File: src/rtl/approx_rca_qos_ctrl.sv
// Closed-loop QoS controller for a 4-bit dynamic-mode ripple-carry adder: registers operands onto
// the adder, returns {Cout,Sum} with its error, adapts the mode per window. APPROX_QOS_STATS_EN adds stats.
module approx_rca_qos_ctrl #(
  parameter int unsigned WINDOW = 16,
  parameter int unsigned ERR_HI = 32,
  parameter int unsigned ERR_LO = 8,
  parameter int unsigned ACC_W  = 10
) (
  input  logic             clk,
  input  logic             rst,
  input  logic             in_valid,
  output logic             in_ready,
  input  logic [3:0]       in_a,
  input  logic [3:0]       in_b,
  input  logic             in_cin,
  output logic [3:0]       rca_a,
  output logic [3:0]       rca_b,
  output logic             rca_cin,
  output logic [1:0]       rca_mode,
  input  logic [3:0]       rca_sum,
  input  logic             rca_cout,
  output logic             out_valid,
  input  logic             out_ready,
  output logic [4:0]       out_sum,
  output logic [4:0]       out_err,
  output logic [1:0]       out_mode,
  input  logic             cfg_force_en,
  input  logic [1:0]       cfg_force_mode
`ifdef APPROX_QOS_STATS_EN
  ,
  output logic [7:0]       stat_changes,
  output logic [ACC_W-1:0] stat_last_err
`endif
);

  localparam int unsigned CntW = (WINDOW > 1) ? $clog2(WINDOW) : 1;
  localparam int unsigned SumW = ((ACC_W > 5) ? ACC_W : 5) + 1;
  localparam logic [SumW-1:0] AccMax = SumW'({ACC_W{1'b1}});

  typedef enum logic [1:0] {StRun, StCooldown, StForced} state_e;

  state_e          state_q, state_d;
  logic            s1_valid_q, s1_valid_d;
  logic [3:0]      rca_a_q, rca_a_d, rca_b_q, rca_b_d;
  logic            rca_cin_q, rca_cin_d;
  logic [1:0]      mode_q, mode_d;
  logic            out_valid_q, out_valid_d;
  logic [4:0]      out_sum_q, out_sum_d, out_err_q, out_err_d;
  logic [1:0]      out_mode_q, out_mode_d;
  logic [ACC_W-1:0] acc_q, acc_d, acc_n;
  logic [CntW-1:0] cnt_q, cnt_d;

  logic            s1_adv, in_fire, win_end, adapt_chg;
  logic [4:0]      approx, exact, err;
  logic [SumW-1:0] acc_sum;

  assign s1_adv   = s1_valid_q && (!out_valid_q || out_ready);
  assign in_ready = !rst && (!s1_valid_q || s1_adv);
  assign in_fire  = in_valid && in_ready;

  assign approx  = {rca_cout, rca_sum};
  assign exact   = {1'b0, rca_a_q} + {1'b0, rca_b_q} + {4'b0000, rca_cin_q};
  assign err     = (exact >= approx) ? (exact - approx) : (approx - exact);
  assign acc_sum = SumW'(acc_q) + SumW'(err);
  assign acc_n   = (acc_sum > AccMax) ? AccMax[ACC_W-1:0] : acc_sum[ACC_W-1:0];
  assign win_end = s1_adv && (cnt_q == CntW'(WINDOW - 1));

  always_comb begin : datapath
    s1_valid_d  = s1_valid_q;
    rca_a_d     = rca_a_q;
    rca_b_d     = rca_b_q;
    rca_cin_d   = rca_cin_q;
    out_valid_d = out_valid_q;
    out_sum_d   = out_sum_q;
    out_err_d   = out_err_q;
    out_mode_d  = out_mode_q;
    if (s1_adv) begin
      s1_valid_d  = 1'b0;
      out_valid_d = 1'b1;
      out_sum_d   = approx;
      out_err_d   = err;
      out_mode_d  = mode_q;
    end else if (out_ready) begin
      out_valid_d = 1'b0;
    end
    if (in_fire) begin
      s1_valid_d = 1'b1;
      rca_a_d    = in_a;
      rca_b_d    = in_b;
      rca_cin_d  = in_cin;
    end
  end

  always_comb begin : ctrl
    state_d   = state_q;
    mode_d    = mode_q;
    acc_d     = acc_q;
    cnt_d     = cnt_q;
    adapt_chg = 1'b0;
    if (cfg_force_en) begin
      // Force overrides adaptation, including a coincident window end.
      state_d = StForced;
      mode_d  = cfg_force_mode;
      acc_d   = '0;
      cnt_d   = '0;
    end else begin
      if (state_q == StForced) state_d = StCooldown;
      if (win_end) begin
        acc_d = '0;
        cnt_d = '0;
        if (state_q == StRun) begin
          if ((32'(acc_n) > ERR_HI) && (mode_q != 2'd0)) begin
            mode_d    = mode_q - 2'd1;
            state_d   = StCooldown;
            adapt_chg = 1'b1;
          end else if ((32'(acc_n) < ERR_LO) && (mode_q != 2'd3)) begin
            mode_d    = mode_q + 2'd1;
            state_d   = StCooldown;
            adapt_chg = 1'b1;
          end
        end else if (state_q == StCooldown) begin
          state_d = StRun;
        end
      end else if (s1_adv) begin
        acc_d = acc_n;
        cnt_d = cnt_q + CntW'(1);
      end
    end
  end

  always_ff @(posedge clk) begin
    if (rst) begin
      state_q     <= StRun;
      s1_valid_q  <= 1'b0;
      rca_a_q     <= '0;
      rca_b_q     <= '0;
      rca_cin_q   <= 1'b0;
      mode_q      <= '0;
      out_valid_q <= 1'b0;
      out_sum_q   <= '0;
      out_err_q   <= '0;
      out_mode_q  <= '0;
      acc_q       <= '0;
      cnt_q       <= '0;
    end else begin
      state_q     <= state_d;
      s1_valid_q  <= s1_valid_d;
      rca_a_q     <= rca_a_d;
      rca_b_q     <= rca_b_d;
      rca_cin_q   <= rca_cin_d;
      mode_q      <= mode_d;
      out_valid_q <= out_valid_d;
      out_sum_q   <= out_sum_d;
      out_err_q   <= out_err_d;
      out_mode_q  <= out_mode_d;
      acc_q       <= acc_d;
      cnt_q       <= cnt_d;
    end
  end

  assign rca_a     = rca_a_q;
  assign rca_b     = rca_b_q;
  assign rca_cin   = rca_cin_q;
  assign rca_mode  = mode_q;
  assign out_valid = out_valid_q;
  assign out_sum   = out_sum_q;
  assign out_err   = out_err_q;
  assign out_mode  = out_mode_q;

`ifdef APPROX_QOS_STATS_EN
  logic [7:0]       stat_changes_q, stat_changes_d;
  logic [ACC_W-1:0] stat_last_err_q, stat_last_err_d;

  always_comb begin
    stat_changes_d  = stat_changes_q;
    stat_last_err_d = stat_last_err_q;
    if (adapt_chg && (stat_changes_q != 8'hFF)) stat_changes_d = stat_changes_q + 8'd1;
    if (win_end && !cfg_force_en) stat_last_err_d = acc_n;
  end

  always_ff @(posedge clk) begin
    if (rst) begin
      stat_changes_q  <= '0;
      stat_last_err_q <= '0;
    end else begin
      stat_changes_q  <= stat_changes_d;
      stat_last_err_q <= stat_last_err_d;
    end
  end

  assign stat_changes  = stat_changes_q;
  assign stat_last_err = stat_last_err_q;
`endif

endmodule
File: config.mk
export PLATFORM = sky130hd
export DESIGN_NAME = approx_rca_qos_ctrl
export DESIGN_NICKNAME = d
export VERILOG_FILES = /design/src/rtl/approx_rca_qos_ctrl.sv
export SDC_FILE = /design/constraint.sdc
export NUM_CORES = 1
export LEC_CHECK = 0
export BUFFER_PORTS_ARGS = -buffer_cell sky130_fd_sc_hd__buf_2
export CORE_MARGIN = 5
export CORE_UTILIZATION = 50
export DETAILED_ROUTE_END_ITERATION = 10
export MAX_ROUTING_LAYER = met4
export PLACE_DENSITY_LB_ADDON = 0.2
export SETUP_SLACK_MARGIN = 0.4
export SLEW_MARGIN = 20
export SYNTH_ARGS = -nofsm -noshare
export SYNTH_HDL_FRONTEND = slang
export SYNTH_SLANG_ARGS = --single-unit
export TNS_END_PERCENT = 20
File: constraint.sdc
create_clock -name clk -period 5.65 [get_ports clk]
set_clock_uncertainty 0.2 [all_clocks]
set_input_delay 0.8475 -clock clk [delete_from_list [all_inputs] [get_ports clk]]
set_output_delay 0.8475 -clock clk [all_outputs]
set_load 0.01 [all_outputs]
== Word level (Yosys, flattened, before mapping) ==
Cells that the tools add are included.

* Register bits: 41
* Bits in latches: 0
* Memory bits (writable): 0
* Memory bits (read-only): 0
* Input port bits: 21
* Output and inout bits: 25
* Word-level logic and storage cells: 68
* Memories kept: 0

* Add/sub/neg operators: 8
* Multipliers: 0
* Div/mod/pow operators: 0
* $lt $le $gt $ge: 4
* Equal/unequal tests: 4
* Shift-type cells: 0
* Mux-type cells: 18
* Bitwise logic cells: 0
* Reduce and logical (&&, ||, !) cells: 21

{| class="wikitable"
|+ Operators with widths
! kind !! count
|-
| $mux 2 || 12
|-
| $add 10x5->11 || 1
|-
| $gt 11x10->1 const B || 1
|-
| $gt 10x6->1 const B || 1
|-
| $lt 10x4->1 const B || 1
|-
| $mux 10 || 1
|-
| $reduce_bool 2->1 || 5
|-
| $sub 5x5->5 || 2
|-
| $logic_and 1x1->1 || 6
|-
| $add 4x4->5 || 1
|-
| $add 5x1->5 || 1
|-
| $ge 5x5->1 || 1
|-
| $mux 5 || 1
|-
| $add 4x1->4 const B || 1
|-
| $eq 4x4->1 const B || 1
|-
| $mux 1 || 4
|-
| $logic_not 1->1 || 3
|-
| $reduce_and 3->1 || 1
|-
| $reduce_bool 3->1 || 1
|-
| $reduce_or 3->1 || 1
|-
| $add 2x1->2 const B || 1
|-
| $eq 2x1->1 const B || 1
|-
| $eq 2x2->1 const B || 1
|-
| $logic_not 2->1 || 1
|-
| 4 further kinds || 5
|}

== Depth between registers and ports, before layout ==
* Depth in word-level cells: 14
* Mapped depth: 21

== Least setup slack after synthesis ==
No wires, ideal clock.

* Path kind: register to register
* Start point: reg rca_a_q[0] (netlist: rca_a[0])
* End point: reg mode_q[0] (netlist: rca_mode[0])
* Library setup time: 132 ps
* Arrival time: 4759 ps
* Required time: 5318 ps
* Slack: 559 ps
* Stages on the path, launching flop included: 21
* Path buffers: 0
* Clock period less this slack: 5091 ps
* Cells stage by stage: dfxtp_1 > fa_1 > inv_1 > fa_1 > inv_1 > ha_1 > nor2b_1 > o21ai_0 > a31oi_1 > a211oi_2 > mux2_2 > xor2_1 > inv_1 > ha_1 > nand3_1 > a21o_1 > a2111oi_2 > o32ai_1 > or4_4 > o211ai_1 > o221ai_2

* Longest elaborated chain between the ends: 13
* Elaborated cells between the ends (all ways): 19
* Classes of those cells: add/sub (5); order compare (4); mux (6); reduce/logical (4)

{| class="wikitable"
|+ RTL lines
! item !! line !! source
|-
| from (decl) || 44 || <nowiki>logic [3:0] rca_a_q, rca_a_d, rca_b_q, rca_b_d;</nowiki>
|-
| from (signal assigned) || 148 || <nowiki>rca_a_q <= rca_a_d;</nowiki>
|-
| $add 4x4->5 * || 62 || <nowiki>assign exact = {1'b0, rca_a_q} + {1'b0, rca_b_q} + {4'b0000, rca_cin_q};</nowiki>
|-
| $add 5x1->5 * || 62 ||
|-
| $sub 5x5->5 or $ge 5x5->1 (tied branches) || 63 || <nowiki>assign err = (exact >= approx) ? (exact - approx) : (approx - exact);</nowiki>
|-
| $mux 5 * || 63 ||
|-
| named net err[4] || 54 || <nowiki>logic [4:0] approx, exact, err;</nowiki>
|-
| $add 10x5->11 * || 64 || <nowiki>assign acc_sum = SumW'(acc_q) + SumW'(err);</nowiki>
|-
| $gt 11x10->1 || 65 || <nowiki>assign acc_n = (acc_sum > AccMax) ? AccMax[ACC_W-1:0] : acc_sum[ACC_W-1:0];</nowiki>
|-
| $mux 10 * || 65 ||
|-
| $gt 10x6->1 || 112 || <nowiki>if ((32'(acc_n) > ERR_HI) && (mode_q != 2'd0)) begin</nowiki>
|-
| $logic_and 1x1->1 || 112 ||
|-
| $mux 2 || 112 ||
|-
| $mux 2 || 111 || <nowiki>if (state_q == StRun) begin</nowiki>
|-
| $mux 2 || 108 || <nowiki>if (win_end) begin</nowiki>
|-
| $mux 2 || 100 || <nowiki>if (cfg_force_en) begin</nowiki>
|-
| to (signal assigned) || 151 || <nowiki>mode_q <= mode_d;</nowiki>
|-
| to (decl) || 46 || <nowiki>logic [1:0] mode_q, mode_d;</nowiki>
|}

The timed path passes the listed nets; every way through them passes the cells marked *. The select of a mux whose other input is x is not followed.
A chain may end at the register's enable or synchronous reset.

== Worst setup path after layout ==
Ends and elaborated chain as after synthesis.

==> impl_metrics.py <==
metrics = {
    "outcome": {
        "status": "finished, final reports clean",
    },
    "die": {
        "core_um2": 4820,
        "rows": 25,
        "die_w_um": 81.1,
        "start_util_pct": 52.4,
        "die_h_um": 81.1,
        "dieArea_um2": 6570,
        "num_io_pins": 46,
    },
    "yosys": {
        "yosysUniqueCellTypes": 51,
        "synth_xor_area_share_pct": 3.81,
        "yosys.area.top_type": "dfxtp_1",
        "yosys_warnings": 0,
        "syn-num-nets": 353,
        "synthCells": 307,
        "synth_top_cell_area_share_pct": 32.5,
        "synth_edf_count": 0,
        "synth_area_leaders": "dfxtp_1, ha_1, nand2_1",
        "synth_top_family_by_area": "simple AND/OR/NAND/NOR gates",
        "ys_ff_latch": 41,
        "synthTopCellsByCount": "nand2_1, dfxtp_1, a21oi_1, inv_1, nor2_1",
        "yosys.area_share.simple_pct": 23.2,
        "avgSynthCellArea_um2": 8.23,
        "synth_mux_area_share_pct": 1.63,
        "ys_seq_area_share_pct": 32.5,
        "async_reset_ff_share_pct": 0,
        "synth.most_common_cell": "nand2_1",
        "yosys_most_used_dff": "dfxtp_1",
        "synthAdderAreaFrac_pct": 13.9,
        "synth_compound_area_share_pct": 19.3,
        "syn_area_um2": 2530,
    },
    "power_and_ir_drop": {
        "swShare_pct": 34.3,
        "p_sw_uw": 285,
        "internal_power_uw": 545,
        "p_leak_uw": 0.00130,
        "seqPwrFrac_pct": 38.1,
        "p_comb_share_pct": 36.3,
        "power.density_nw_per_um2": 275,
        "pwr-share-clk_pct": 25.6,
        "ir_drop_uv": 187,
    },
    "clock_network": {
        "insertion_delay_ps": 290,
        "cts_buffer_depth": 2,
        "hold_buffers": 0,
        "clkSlewWorstSetupHoldPaths_ps": 90,
        "cts_buffers": 5,
        "clock-root-buffer": "clkbuf_8",
        "cts_htree_levels": 2,
        "cts_tree": "yes",
        "cts.sinks": 41,
    },
    "cells_and_area": {
        "drive_gt1_share_pct": 24.7,
        "fill_cells": 441,
        "register_area_um2": 825,
        "finalNonFillerCells": 419,
        "final_nets": 397,
        "diodes": 0,
        "multi_input_comb_area_um2": 1670,
        "syn_to_final_growth_pct": 19.5,
    },
    "worst_setup_path": {
        "r2r_slack_ps": 540,
        "end_kind": "register",
        "crit_type": "reg2reg",
        "r2r-start": "rca_a[0]",
        "cp.arrival_ps": 5080,
        "cp.required_ps": 5620,
        "cp-start-kind": "register",
        "cp_max_fo": 4,
        "worstReg2RegEnd": "rca_mode[0]",
        "r2r_cells": 21,
    },
    "run": {
        "cap_violations": 0,
    },
    "detailed_routing": {
        "wl_per_cell_um": 13.9,
        "ant_nets": 0,
        "wl_mm": 5.82,
        "drcViolationCount": 0,
        "via_count": 2279,
        "avgViaCountPerCell": 5.44,
        "drt_first_pass_iters": 5,
        "drt_iter0_markers": 122,
    },
    "global_routing": {
        "grt_pass1_vias": 2120,
        "grt_pass1_wl_mm": 9.77,
        "grt_usage_pct": 19.3,
        "grt_overflow": 0,
        "grt_max_degree": 32,
        "antenna_found_initial": 0,
    },
    "hold_path": {
        "hold_depth": 2,
        "hold_start": "out_sum[2]",
        "hold_path.class": "reg2reg",
        "whs_endpoint": "out_sum[2]",
    },
    "placement": {
        "hpwl_mm": 4.24,
        "place_inst": 408,
        "numPortBuffers": 45,
        "gp_congestion": 0.848,
        "pre_cts_ws_ps": 235,
    },
    "sta": {
        "tightest_slew_ps": 580,
        "fmax_mhz": 196,
        "rsz0062_at_grt": "yes",
        "setup_viol": 0,
        "finalSetupTns_ps": 0,
        "fin_crit_ps": 5110,
        "slew-limit-headroom_pct": 61.2,
        "setup_ws_ps": 539,
        "hold_viol": 0,
        "post-route-period-util_pct": 90.5,
        "slew_violations": 0,
    },
}
## registers in the layout, indices dropped and copies added (netlist names)
| name | cells |
|---|---|
| rca_cin | 1 |
| cnt_q | 4 |
| rca_b | 4 |
| rca_a | 4 |
| state_q | 2 |
| s1_valid_q | 1 |
| out_err | 5 |
| out_valid | 1 |
| out_sum | 5 |
| rca_mode | 2 |
| acc_q | 10 |
| out_mode | 2 |
## worst max-delay path by stage
stage / slack [ps] / cells after the start / startpoint / endpoint
after detailed placement: 240 / 20 / rca_a[0] / rca_mode[0]
after global routing: 350 / 21 / rca_a[0] / rca_mode[0]
after CTS: 410 / 21 / rca_a[0] / rca_mode[0]
after global placement: 400 / 19 / rca_a[0] / rca_mode[0]
final: 540 / 21 / rca_a[0] / rca_mode[0]
after floorplan: 560 / 20 / rca_a[0] / rca_mode[0]
## per-layer routing
layer / GRT usage (%) / up-vias / wire length, um
li1: - / 1152 / -
met1: 26.1 / 1045 / 2810
met2: 30.3 / 72 / 2640
met3: 3.55 / 10 / 319
met4: 4.22 / 0 / 55
met5: - / - / 0
## per-stage QoR
step | util [%] | hold WS (ps) | cell area (um^2) | total power [uW]
final | 62.7 | 256 | 3020 | 830
after global routing | 62.7 | 276 | 3020 | 885
after CTS | 61.0 | 258 | 2940 | 810
after detailed placement | 57.8 | 245 | 2790 | 581
after global placement | 57.8 | 239 | 2790 | 576
after floorplan | - | 241 | 2530 | 515
## power groups by stage
| stage | logic [uW] | registers, uW | clock network [uW] |
|---|---|---|---|
| finish | 301 | 316 | 213 |
| global route | 333 | 319 | 233 |
| CTS | 276 | 316 | 218 |
| detailed placement | 258 | 323 | 0 |
| global placement | 254 | 322 | 0 |
| floorplan | 189 | 326 | 0 |
## worst max-delay path, stage by stage, from the launching register on
cell       delay (ps)
dfxtp_2           340
fa_2              390
inv_2              70
fa_2              450
inv_2              80
ha_1              250
nor2b_1           140
o21ai_1           170
a31oi_1           120
a211oi_2          150
buf_4             180
mux2i_1           220
xnor2_1           190
inv_1              90
ha_2              390
nand3_1           120
a21o_1            250
a2111oi_4         330
o32ai_2           170
or4_4             450
o211ai_1          120
o221ai_2          110
## cells in the final DEF, fill, tap and decap left out, types with 7 or more instances in the layout
cell type,netlist,final
nand2_1,50,50
buf_2,1,45
dfxtp_1,41,38
a21oi_1,27,27
inv_1,25,23
nor2_1,23,22
ha_1,20,18
xnor2_1,7,7
nand3b_1,7,7
clkbuf_8,0,7
## area by class of cell
cell class | count | area share (%)
multi-input combinational | 230 | 55.2
sequential | 41 | 27.3
timing repair buffer | 48 | 8.21
clock buffer | 7 | 3.19
inverter | 25 | 3.11
tap | 67 | 2.78
clock inverter | 1 | 0.166
## repair_timing
item,4_1_cts,5_1_grt
buffers inserted,1,2
resized for setup,8,16
endpoints found under the setup margin,3,4
pin swaps,2,9
## logic make-up (layout without fill, tap and decap cells)
family,count (synthesis),after routing
xor+xnor,11,11
mux,4,4
buf+inv,36,81
compound gates,70,70
simple gates,120,120
flops,41,41
fa+ha+maj,25,25
Power figures use the tool's default switching activity.
